<file path="src/rtl/cbus_rr_arbiter_pkg.sv">
// cbus_rr_arbiter_pkg: CBus request/response types, arbiter state and index-width helper
package cbus_rr_arbiter_pkg;
    typedef struct packed {
        logic        valid;
        logic        is_write;
        logic [2:0]  size;
        logic [31:0] addr;
        logic [3:0]  strobe;
        logic [31:0] data;
        logic [3:0]  len;
    } cbus_req_t;

    typedef struct packed {
        logic        ready;
        logic        last;
        logic [31:0] data;
    } cbus_resp_t;

    typedef enum logic {IDLE, BUSY} arb_state_t;

    function automatic int arb_idx_w(input int n);
        return $clog2(n);
    endfunction
endpackage

</file>
<file path="src/rtl/cbus_rr_arbiter_if.sv">
// cbus_rr_arbiter_if: requester-side and memory-side CBus signals of the arbiter
interface cbus_rr_arbiter_if
    import cbus_rr_arbiter_pkg::*;
#(
    parameter int NUM_INPUTS = 2
);
    cbus_req_t  ireqs  [NUM_INPUTS];
    cbus_resp_t iresps [NUM_INPUTS];
    cbus_req_t  oreq;
    cbus_resp_t oresp;

    modport slave  (input ireqs, oresp, output iresps, oreq);
    modport master (output ireqs, oresp, input iresps, oreq);
endinterface

</file>
<file path="src/rtl/cbus_rr_arbiter_picker.sv">
// rr_priority_picker: index of the first set request bit at or after base, wrapping around
module rr_priority_picker #(
    parameter int N = 2,
    parameter int W = 1
) (
    input  logic [N-1:0] req_vec,
    input  logic [W-1:0] base,
    output logic         any,
    output logic [W-1:0] idx
);
    logic [N-1:0] rot;

    always_comb begin
        rot = N'({req_vec, req_vec} >> base);
        any = |req_vec;
        idx = '0;
        for (int k = N - 1; k >= 0; k--)
            if (rot[k]) idx = W'((int'(base) + k) % N);
    end
endmodule

</file>
<file path="src/rtl/cbus_rr_arbiter.sv">
// cbus_rr_arbiter: holds one CBus requester's grant for a whole burst until ready && last.
// CBUS_ARB_RR_EN selects round-robin; undefined gives fixed priority (lowest index wins).
module cbus_rr_arbiter
    import cbus_rr_arbiter_pkg::*;
#(
    parameter int NUM_INPUTS = 2
) (
    input logic              clk,
    input logic              resetn,
    cbus_rr_arbiter_if.slave bus
);
    localparam int IDX_W = arb_idx_w(NUM_INPUTS);

    arb_state_t            state;
    logic [IDX_W-1:0]      sel;
    logic [IDX_W-1:0]      rr_ptr;
    logic [IDX_W-1:0]      win;
    logic [NUM_INPUTS-1:0] req_vec;
    logic                  any;

    always_comb begin
        req_vec = '0;
        for (int i = 0; i < NUM_INPUTS; i++) req_vec[i] = bus.ireqs[i].valid;
    end

    rr_priority_picker #(.N(NUM_INPUTS), .W(IDX_W)) u_picker (
        .req_vec (req_vec),
        .base    (rr_ptr),
        .any     (any),
        .idx     (win)
    );

`ifndef CBUS_ARB_RR_EN
    assign rr_ptr = '0;
`endif

    // The picker only sees registered state and request valids, never oresp.
    always_ff @(posedge clk) begin
        if (!resetn) begin
            state <= IDLE;
            sel   <= '0;
`ifdef CBUS_ARB_RR_EN
            rr_ptr <= '0;
`endif
        end else if (state == IDLE) begin
            if (any) begin
                state <= BUSY;
                sel   <= win;
            end
        end else if (bus.oresp.ready && bus.oresp.last) begin
            state <= IDLE;
`ifdef CBUS_ARB_RR_EN
            rr_ptr <= (sel == IDX_W'(NUM_INPUTS - 1)) ? '0 : sel + 1'b1;
`endif
        end
    end

    always_comb begin
        bus.oreq = '0;
        for (int i = 0; i < NUM_INPUTS; i++) bus.iresps[i] = '0;
        if (state == BUSY) begin
            bus.oreq        = bus.ireqs[sel];
            bus.iresps[sel] = bus.oresp;
        end
    end

    // Owner must keep valid for its whole burst; a drop is forwarded but flagged here.
    a_hold_valid: assert property (@(posedge clk) disable iff (!resetn)
        (state == BUSY) |-> bus.ireqs[sel].valid);
endmodule

</file>
<file path="src/flat_wrapper.sv">
// flat-port wrapper written by rule: the top's interface ports become plain ports
module cbus_rr_arbiter_flat import cbus_rr_arbiter_pkg::*;
#(
    parameter int NUM_INPUTS = 2
)
  (clk, resetn, bus_ireqs, bus_oresp, bus_iresps, bus_oreq);
  cbus_rr_arbiter_if #(.NUM_INPUTS(NUM_INPUTS)) bus_i ();
  input logic clk;
  input logic resetn;
  input wire logic [$bits(bus_i.ireqs)-1:0] bus_ireqs;
  input wire logic [$bits(bus_i.oresp)-1:0] bus_oresp;
  output wire logic [$bits(bus_i.iresps)-1:0] bus_iresps;
  output wire logic [$bits(bus_i.oreq)-1:0] bus_oreq;
  assign bus_i.ireqs = {>>{bus_ireqs}};
  assign bus_i.oresp = bus_oresp;
  assign bus_iresps = {>>{bus_i.iresps}};
  assign bus_oreq = bus_i.oreq;
  cbus_rr_arbiter #(.NUM_INPUTS(NUM_INPUTS)) u_core (.clk(clk), .resetn(resetn), .bus(bus_i));
endmodule
</file>
<file path="config.mk">
export PLATFORM = sky130hd
export DESIGN_NAME = cbus_rr_arbiter_flat
export DESIGN_NICKNAME = d
export VERILOG_FILES = /design/src/rtl/cbus_rr_arbiter_pkg.sv /design/src/rtl/cbus_rr_arbiter_if.sv /design/src/rtl/cbus_rr_arbiter_picker.sv /design/src/rtl/cbus_rr_arbiter.sv /design/src/flat_wrapper.sv
export SDC_FILE = /design/constraint.sdc
export NUM_CORES = 1
export LEC_CHECK = 0
export BUFFER_PORTS_ARGS = -buffer_cell sky130_fd_sc_hd__buf_2
export CORE_AREA = 2 2 130 132
export CTS_CLUSTER_SIZE = 28
export DETAILED_ROUTE_END_ITERATION = 8
export DIE_AREA = 0 0 132 134
export GPL_TIMING_DRIVEN = 1
export HOLD_SLACK_MARGIN = 0.15
export PLACE_DENSITY = 0.48
export SLEW_MARGIN = 10
export SYNTH_ARGS = -nofsm -noshare
export SYNTH_HDL_FRONTEND = slang
export SYNTH_SLANG_ARGS = --single-unit
export TNS_END_PERCENT = 5
</file>
<file path="constraint.sdc">
create_clock -name clk -period 1.86 [get_ports clk]
set_input_delay 0.372 -clock clk [delete_from_list [all_inputs] [get_ports clk]]
set_output_delay 0.372 -clock clk [all_outputs]
set_load 0.1 [all_outputs]
</file>
==> flow_summary_export.csv, run 1 <==
group,metric,value,unit
place,dp_hpwl,10300,um
detailed_routing,drtAntennaViolNets,0,
place,place.detailed.instances,794,
setup_path,crit_path_cell_trace,"buf_16 > mux2i_2 > nor2b_4 > buf_12",
timing,rsz0062_at_grt,"yes",
setup_path,critical_path_data_arrival_time,1.48,ns
detailed_routing,detail_route.iter0.violations,66,
cells_and_area,final_layout_size_suffix_gt1_share,79.4,%
setup_path,critPathLaunchType,"register",
cells_and_area,most_frequent_cells_in_the_layout,"sky130_fd_sc_hd__buf_2, sky130_fd_sc_hd__buf_12, sky130_fd_sc_hd__nor2b_2",
cells_and_area,multi_input_area,2040,sq um
place,post_dp_cell_area,6250,sq um
timing,layout_worst_path_cycle_share,99.8,%
setup_path,worst-setup-path-type,"register to output port",
power,sequentialPowerShare,1.7,%
timing,report.final.slew_viol_count,0,
timing,finalSetupViolCount,0,
floorplan,die_area,17700,sq um
timing,clock_skew,0.00326,ns
clocking,root_buffer,"sky130_fd_sc_hd__clkbuf_16",
global_route,grt_first_pass_wirelength,17400,um
setup_path,timing.critical_path.to_type,"output port",
logic_synthesis,synth_seq_area_share,2.01,%
place,preCtsSetupSlack,0.153,ns
clocking,cts_buffers,3,
floorplan,fp.dieW,132,um
setup_path,critical-path-slowest-cell,"sky130_fd_sc_hd__dfxtp_4",
cells_and_area,flow.area_growth_from_synthesis,227,%
setup_path,worst-path-buf-inv,2,
setup_path,cpLargestDelayFamily,"flip-flops",
cells_and_area,antenna_cells,0,
clocking,clock_latency,0.22,ns
power,clockPowerShare,9.8,%
floorplan,die_h,134,um
timing,max-slew-margin-rel,83.0,%
power,portion_of_total_power_attributed_to_combinational_logic,88.4,%
outcome,status,"finished clean",
floorplan,io_pins,335,
cells_and_area,register_area,45.0,sq um
clocking,clk_pin_slew_worst_paths,0.03,ns
logic_synthesis,netlist_area,1990,sq um
flow_run,max_cap_check_violation_count,0,
detailed_routing,wl,12200,um
clocking,clock_tree_from_tritoncts,"built",
detailed_routing,detail_route.first_pass.iterations,4,
logic_synthesis,synth_nets,450,
timing,final_hold_vios,0,
global_route,antenna_violations_before_repair,0,
cells_and_area,layout.cells.most_common,"sky130_fd_sc_hd__buf_2",
global_route,number_of_global_route_vias_before_repair,3130,
timing,fin_tns_setup,0,ns
timing,layout_setup_ws,0.00445,ns
logic_synthesis,yosysWarningCount,0,
floorplan,core,16300,sq um
setup_path,worst-endpoint-required,1.49,ns
power,power_leakage,2.97,nW
cells_and_area,nets,773,
cells_and_area,post_layout_nonfiller_instances,802,
timing,worst_pin_slew,0.254,ns
power,powerDensity,525,nW/um^2
power,vdd_drop_max,264,uV
floorplan,initial_core_util,12.2,%
setup_path,worstPathMaxFanout,18,
logic_synthesis,syn_inst,260,
cells_and_area,final_cell_area,6510,sq um
global_route,grt_max_degree,72,
power,p_sw_share,56.7,%
logic_synthesis,yosys.cell_types.count,18,
power,power_switching,0.00194,W
timing,holdWs,0.414,ns
detailed_routing,drt_drc_violations_left,0,
clocking,cts_buffer_depth,2,
clocking,post_cts_hold_buffer_count,0,
global_route,global_route_total_usage_across_every_layer,12.4,%
logic_synthesis,postSynthRegisterBits,2,
timing,timing.fmax,0.539,GHz
floorplan,number_of_rows_in_the_core_area,47,
detailed_routing,vias,3126,
logic_synthesis,postSynthAreaPerCell,7.65,sq um
setup_path,critPathMaxStageDelay,0.49,ns
hold_path,hp-class,"primary input to register",
clocking,h_tree_lvl_count,1,
clocking,clock_sink_count,2,
timing,period_minus_slack,1.86,ns
place,portBuffers,334,
global_route,grt_overflow_total,0,
detailed_routing,drt-wirelength-per-cell,15.2,um
cells_and_area,num-fill-cells,1581,
place,gp_congestion,0.842,
power,cell_internal_pwr,0.00148,W
detailed_routing,vias_per_cell,3.90,
## power by group through the flow
stage	sequential (W)	combinational (W)	clock, W
after global routing	0.0000605	0.00312	0.000344
after global placement	0.0000575	0.00295	0
after floorplan	0.0000476	0.00184	0
after detailed placement	0.0000578	0.00296	0
after CTS	0.0000579	0.00298	0.000341
final	0.0000597	0.00302	0.000336
## routing by layer
layer | vias to the layer above | global-route usage [%] | share of wire, % | wire [um]
met5 | - | 0 | 0 | 0
met4 | 0 | 2.23 | 1.5 | 181
met3 | 12 | 2.80 | 7.8 | 954
met2 | 197 | 26.2 | 57 | 6990
met1 | 1394 | 12.2 | 33 | 4090
li1 | 1523 | - | - | -
## synthesized netlist by cell type
master / instances / area [sq um]
sky130_fd_sc_hd__mux2i_1: 77 / 771
sky130_fd_sc_hd__dfxtp_1: 2 / 40.0
sky130_fd_sc_hd__clkbuf_2: 2 / 10.0
sky130_fd_sc_hd__inv_1: 1 / 3.75
sky130_fd_sc_hd__nor2b_4: 1 / 13.8
sky130_fd_sc_hd__and3_1: 34 / 213
sky130_fd_sc_hd__nand3_1: 1 / 5.00
sky130_fd_sc_hd__buf_2: 1 / 5.00
sky130_fd_sc_hd__buf_12: 5 / 100
sky130_fd_sc_hd__nor2b_1: 78 / 488
sky130_fd_sc_hd__o221a_2: 1 / 11.3
sky130_fd_sc_hd__o311a_1: 1 / 10.0
sky130_fd_sc_hd__buf_4: 6 / 45.0
sky130_fd_sc_hd__nand2_1: 1 / 3.75
sky130_fd_sc_hd__clkbuf_1: 14 / 52.6
sky130_fd_sc_hd__and2_1: 33 / 206
sky130_fd_sc_hd__nor2_1: 1 / 3.75
sky130_fd_sc_hd__clkbuf_4: 1 / 7.51
## final timing paths
check	from	to	slack, ns	cells after the start
hold reg to reg	u_core.state$_SDFF_PN0_	u_core.state$_SDFF_PN0_	0.79	2
hold / removal	resetn	u_core.state$_SDFF_PN0_	0.41	2
setup reg to reg	u_core.state$_SDFF_PN0_	u_core.sel$_SDFFE_PN0P_	0.86	3
setup / recovery	u_core.sel$_SDFFE_PN0P_	bus_oreq[29]	0.004	4
## cell type report
type,count,share of cell area [%]
repair buffers,347,62.5
inverters,1,0.0576
clock buffers,4,1.21
multi-input cells,228,31.3
flip-flops and latches,2,0.692
well taps,220,4.23
## cell families after synthesis
family,share of synthesized area [%]
and+or+nand+nor,46.9
muxes,38.7
AOI/OAI and AO/OA,1.07
buffers and inverters,11.3
DFF,2.01
## stage by stage
stage / total power [W] / util, %
finish: 0.00342 / 40.0
global route: 0.00352 / 40.0
CTS: 0.00338 / 39.0
detailed placement: 0.00302 / 38.4
global placement: 0.00301 / 38.4
floorplan: 0.00189 / -
## timing repair
item | in CTS | in global routing
resized for setup | 5 | 31
endpoints found under the setup margin | 24 | 94
buffers inserted | 0 | 2
gates cloned | 0 | 2
## state kept, by name, summed over array words and instances (netlist names)
register / count
u_core.sel: 1
u_core.state: 1
No activity file was read; power rests on OpenSTA's default activity.
==> run 2: changes to the inputs <==
- CELL_PAD_IN_SITES_DETAIL_PLACEMENT: default -> 0
- CELL_PAD_IN_SITES_GLOBAL_PLACEMENT: default -> 1
- CORE_AREA: 2 2 130 132 -> 2 2 129 131
- DIE_AREA: 0 0 132 134 -> 0 0 131 133
- PLACE_DENSITY: 0.48 -> 0.72
==> flow_summary_export.csv, run 2 (synthesis gave the netlist of run 1 again) <==
group,metric,value,unit
power,power_leakage,2.91,nW
timing,fin_tns_setup,0,ns
setup_path,critical_path_data_arrival_time,1.48,ns
detailed_routing,wl,10500,um
floorplan,io_pins,335,
detailed_routing,detail_route.iter0.violations,38,
power,p_sw_share,57.0,%
setup_path,timing.critical_path.to_type,"output port",
power,powerDensity,525,nW/um^2
clocking,clk_pin_slew_worst_paths,0.03,ns
clocking,clock_latency,0.22,ns
flow_run,max_cap_check_violation_count,0,
cells_and_area,final_cell_area,6390,sq um
timing,worst_pin_slew,0.303,ns
place,portBuffers,334,
floorplan,initial_core_util,12.3,%
timing,final_hold_vios,0,
timing,report.final.slew_viol_count,0,
detailed_routing,drt-met1-wl,3740,um
floorplan,die_area,17400,sq um
setup_path,ff2ff_path_depth,3,
detailed_routing,drt_drc_violations_left,0,
cells_and_area,flow.area_growth_from_synthesis,221,%
detailed_routing,drtAntennaViolNets,0,
power,post_route_total_power,0.00335,W
cells_and_area,most_frequent_cells_in_the_layout,"sky130_fd_sc_hd__buf_2, sky130_fd_sc_hd__buf_12, sky130_fd_sc_hd__mux2i_1, sky130_fd_sc_hd__nor2b_2, sky130_fd_sc_hd__and3_1",
detailed_routing,drt-wirelength-per-cell,13.1,um
global_route,grt_overflow_total,0,
global_route,global_route_total_usage_across_every_layer,11.2,%
setup_path,r2r_end,"u_core.state$_SDFF_PN0_",
detailed_routing,top_layer,"met4",
timing,period_minus_slack,1.85,ns
timing,max-slew-margin-rel,79.8,%
clocking,post_cts_hold_buffer_count,0,
hold_path,whs_endpoint,"u_core.sel$_SDFFE_PN0P_",
detailed_routing,vias,3012,
power,portion_of_total_power_attributed_to_combinational_logic,88.3,%
setup_path,critPathLaunchType,"register",
power,vdd_drop_max,210,uV
power,power_switching,0.00191,W
cells_and_area,nets,769,
clocking,clock_tree_from_tritoncts,"built",
clocking,root_buffer,"sky130_fd_sc_hd__clkbuf_16",
clocking,h_tree_lvl_count,1,
place,preCtsSetupSlack,0.204,ns
cells_and_area,antenna_cells,0,
cells_and_area,final_layout_size_suffix_gt1_share,76.1,%
place,post_dp_cell_area,6250,sq um
timing,layout_worst_path_cycle_share,99.5,%
floorplan,core,16200,sq um
global_route,number_of_global_route_vias_before_repair,3131,
place,dp_hpwl,9380,um
cells_and_area,biggestRegsByFlops,"u_core.sel: 1 flops, u_core.state: 1 flops",
detailed_routing,vias_per_cell,3.77,
hold_path,timing.hold.worst_path_depth,2,
global_route,grt_max_degree,48,
timing,timing.fmax,0.540,GHz
setup_path,r2r-start,"u_core.state$_SDFF_PN0_",
timing,layout_setup_ws,0.00974,ns
global_route,antenna_violations_before_repair,0,
setup_path,register_to_register_path_setup_slack,0.77,ns
clocking,cts_repair_resize_count,4,
timing,rsz0062_at_grt,"yes",
place,gp_congestion,0.755,
detailed_routing,detail_route.first_pass.iterations,3,
detailed_routing,met2_wirelength,5680,um
timing,clock_skew,0.00397,ns
floorplan,number_of_rows_in_the_core_area,47,
detailed_routing,wl_met3,997,um
hold_path,hp-class,"primary input to register",
floorplan,die_h,133,um
hold_path,worst_hold_startpoint,"resetn",
power,sequentialPowerShare,1.7,%
clocking,clock_sink_count,2,
cells_and_area,layout.cells.most_common,"sky130_fd_sc_hd__buf_2",
setup_path,worstPathMaxFanout,47,
setup_path,worst-endpoint-required,1.49,ns
clocking,cts_buffers,3,
timing,finalSetupViolCount,0,
floorplan,fp.dieW,131,um
clocking,cts_post_setup_buffers_inserted,0,
setup_path,worst-setup-path-type,"register to output port",
cells_and_area,finish.utilization,39.5,%
power,cell_internal_pwr,0.00144,W
global_route,grt_first_pass_wirelength,15600,um
outcome,status,"finished clean",
clocking,cts_buffer_depth,2,
power,clockPowerShare,9.9,%
run 2: changes by cell type in the layout (fill, tap and decap cells not counted), sizes merged:
cell | previous run | this run
buf | 345 | 343
clkbuf | 6 | 4
run 2: metal layers:
layer / GRT usage (%) / vias up
met2: 21.4 / 161
met3: 2.87 / 6
met1: 12.3 / 1338
li1: - / 1507
met4: 1.83 / 0
met5: 0 / -
run 2: worst max-delay path by stage:
| stage | start | to | slack (ns) |
|---|---|---|---|
| floorplan | u_core.sel$_SDFFE_PN0P_ | bus_oreq[35] | -0.16 |
| global placement | u_core.sel$_SDFFE_PN0P_ | bus_oreq[34] | 0.24 |
| detailed placement | u_core.state$_SDFF_PN0_ | bus_iresps[64] | 0.20 |
| CTS | u_core.sel$_SDFFE_PN0P_ | bus_oreq[34] | -0.0008 |
| global route | u_core.sel$_SDFFE_PN0P_ | bus_oreq[32] | -0.05 |
| finish | u_core.sel$_SDFFE_PN0P_ | bus_oreq[32] | 0.01 |
run 2: power by group through the flow:
stage / clock (W) / sequential, W / combinational [W]
2_1_floorplan: 0 / 0.0000476 / 0.00184
3_3_place_gp: 0 / 0.0000572 / 0.00294
3_5_place_dp: 0 / 0.0000583 / 0.00295
4_1_cts: 0.000339 / 0.0000578 / 0.00296
5_1_grt: 0.000345 / 0.0000590 / 0.00306
6_report: 0.000333 / 0.0000576 / 0.00296
run 2: metrics by stage:
stage / hold WS (ns) / instances
5_1_grt: 0.412 / 798
4_1_cts: 0.405 / 798
3_5_place_dp: 0.636 / 794
6_report: 0.406 / 798
3_3_place_gp: 0.628 / 794
2_1_floorplan: 0.517 / 260
run 2: cell type report:
type	instances	area, sq um
clock buffers	4	78.8
fillers	1559	9780
inverters	1	3.75
multi-input cells	228	1990
flip-flops and latches	2	47.5
well taps	220	275
repair buffers	343	4000
run 2: critical path, stage by stage (launching register included):
cell and delay [ns]:
sky130_fd_sc_hd__dfxtp_4 0.39, sky130_fd_sc_hd__buf_16 0.26, sky130_fd_sc_hd__mux2i_2 0.31, sky130_fd_sc_hd__nor2b_4 0.07, sky130_fd_sc_hd__buf_12 0.16
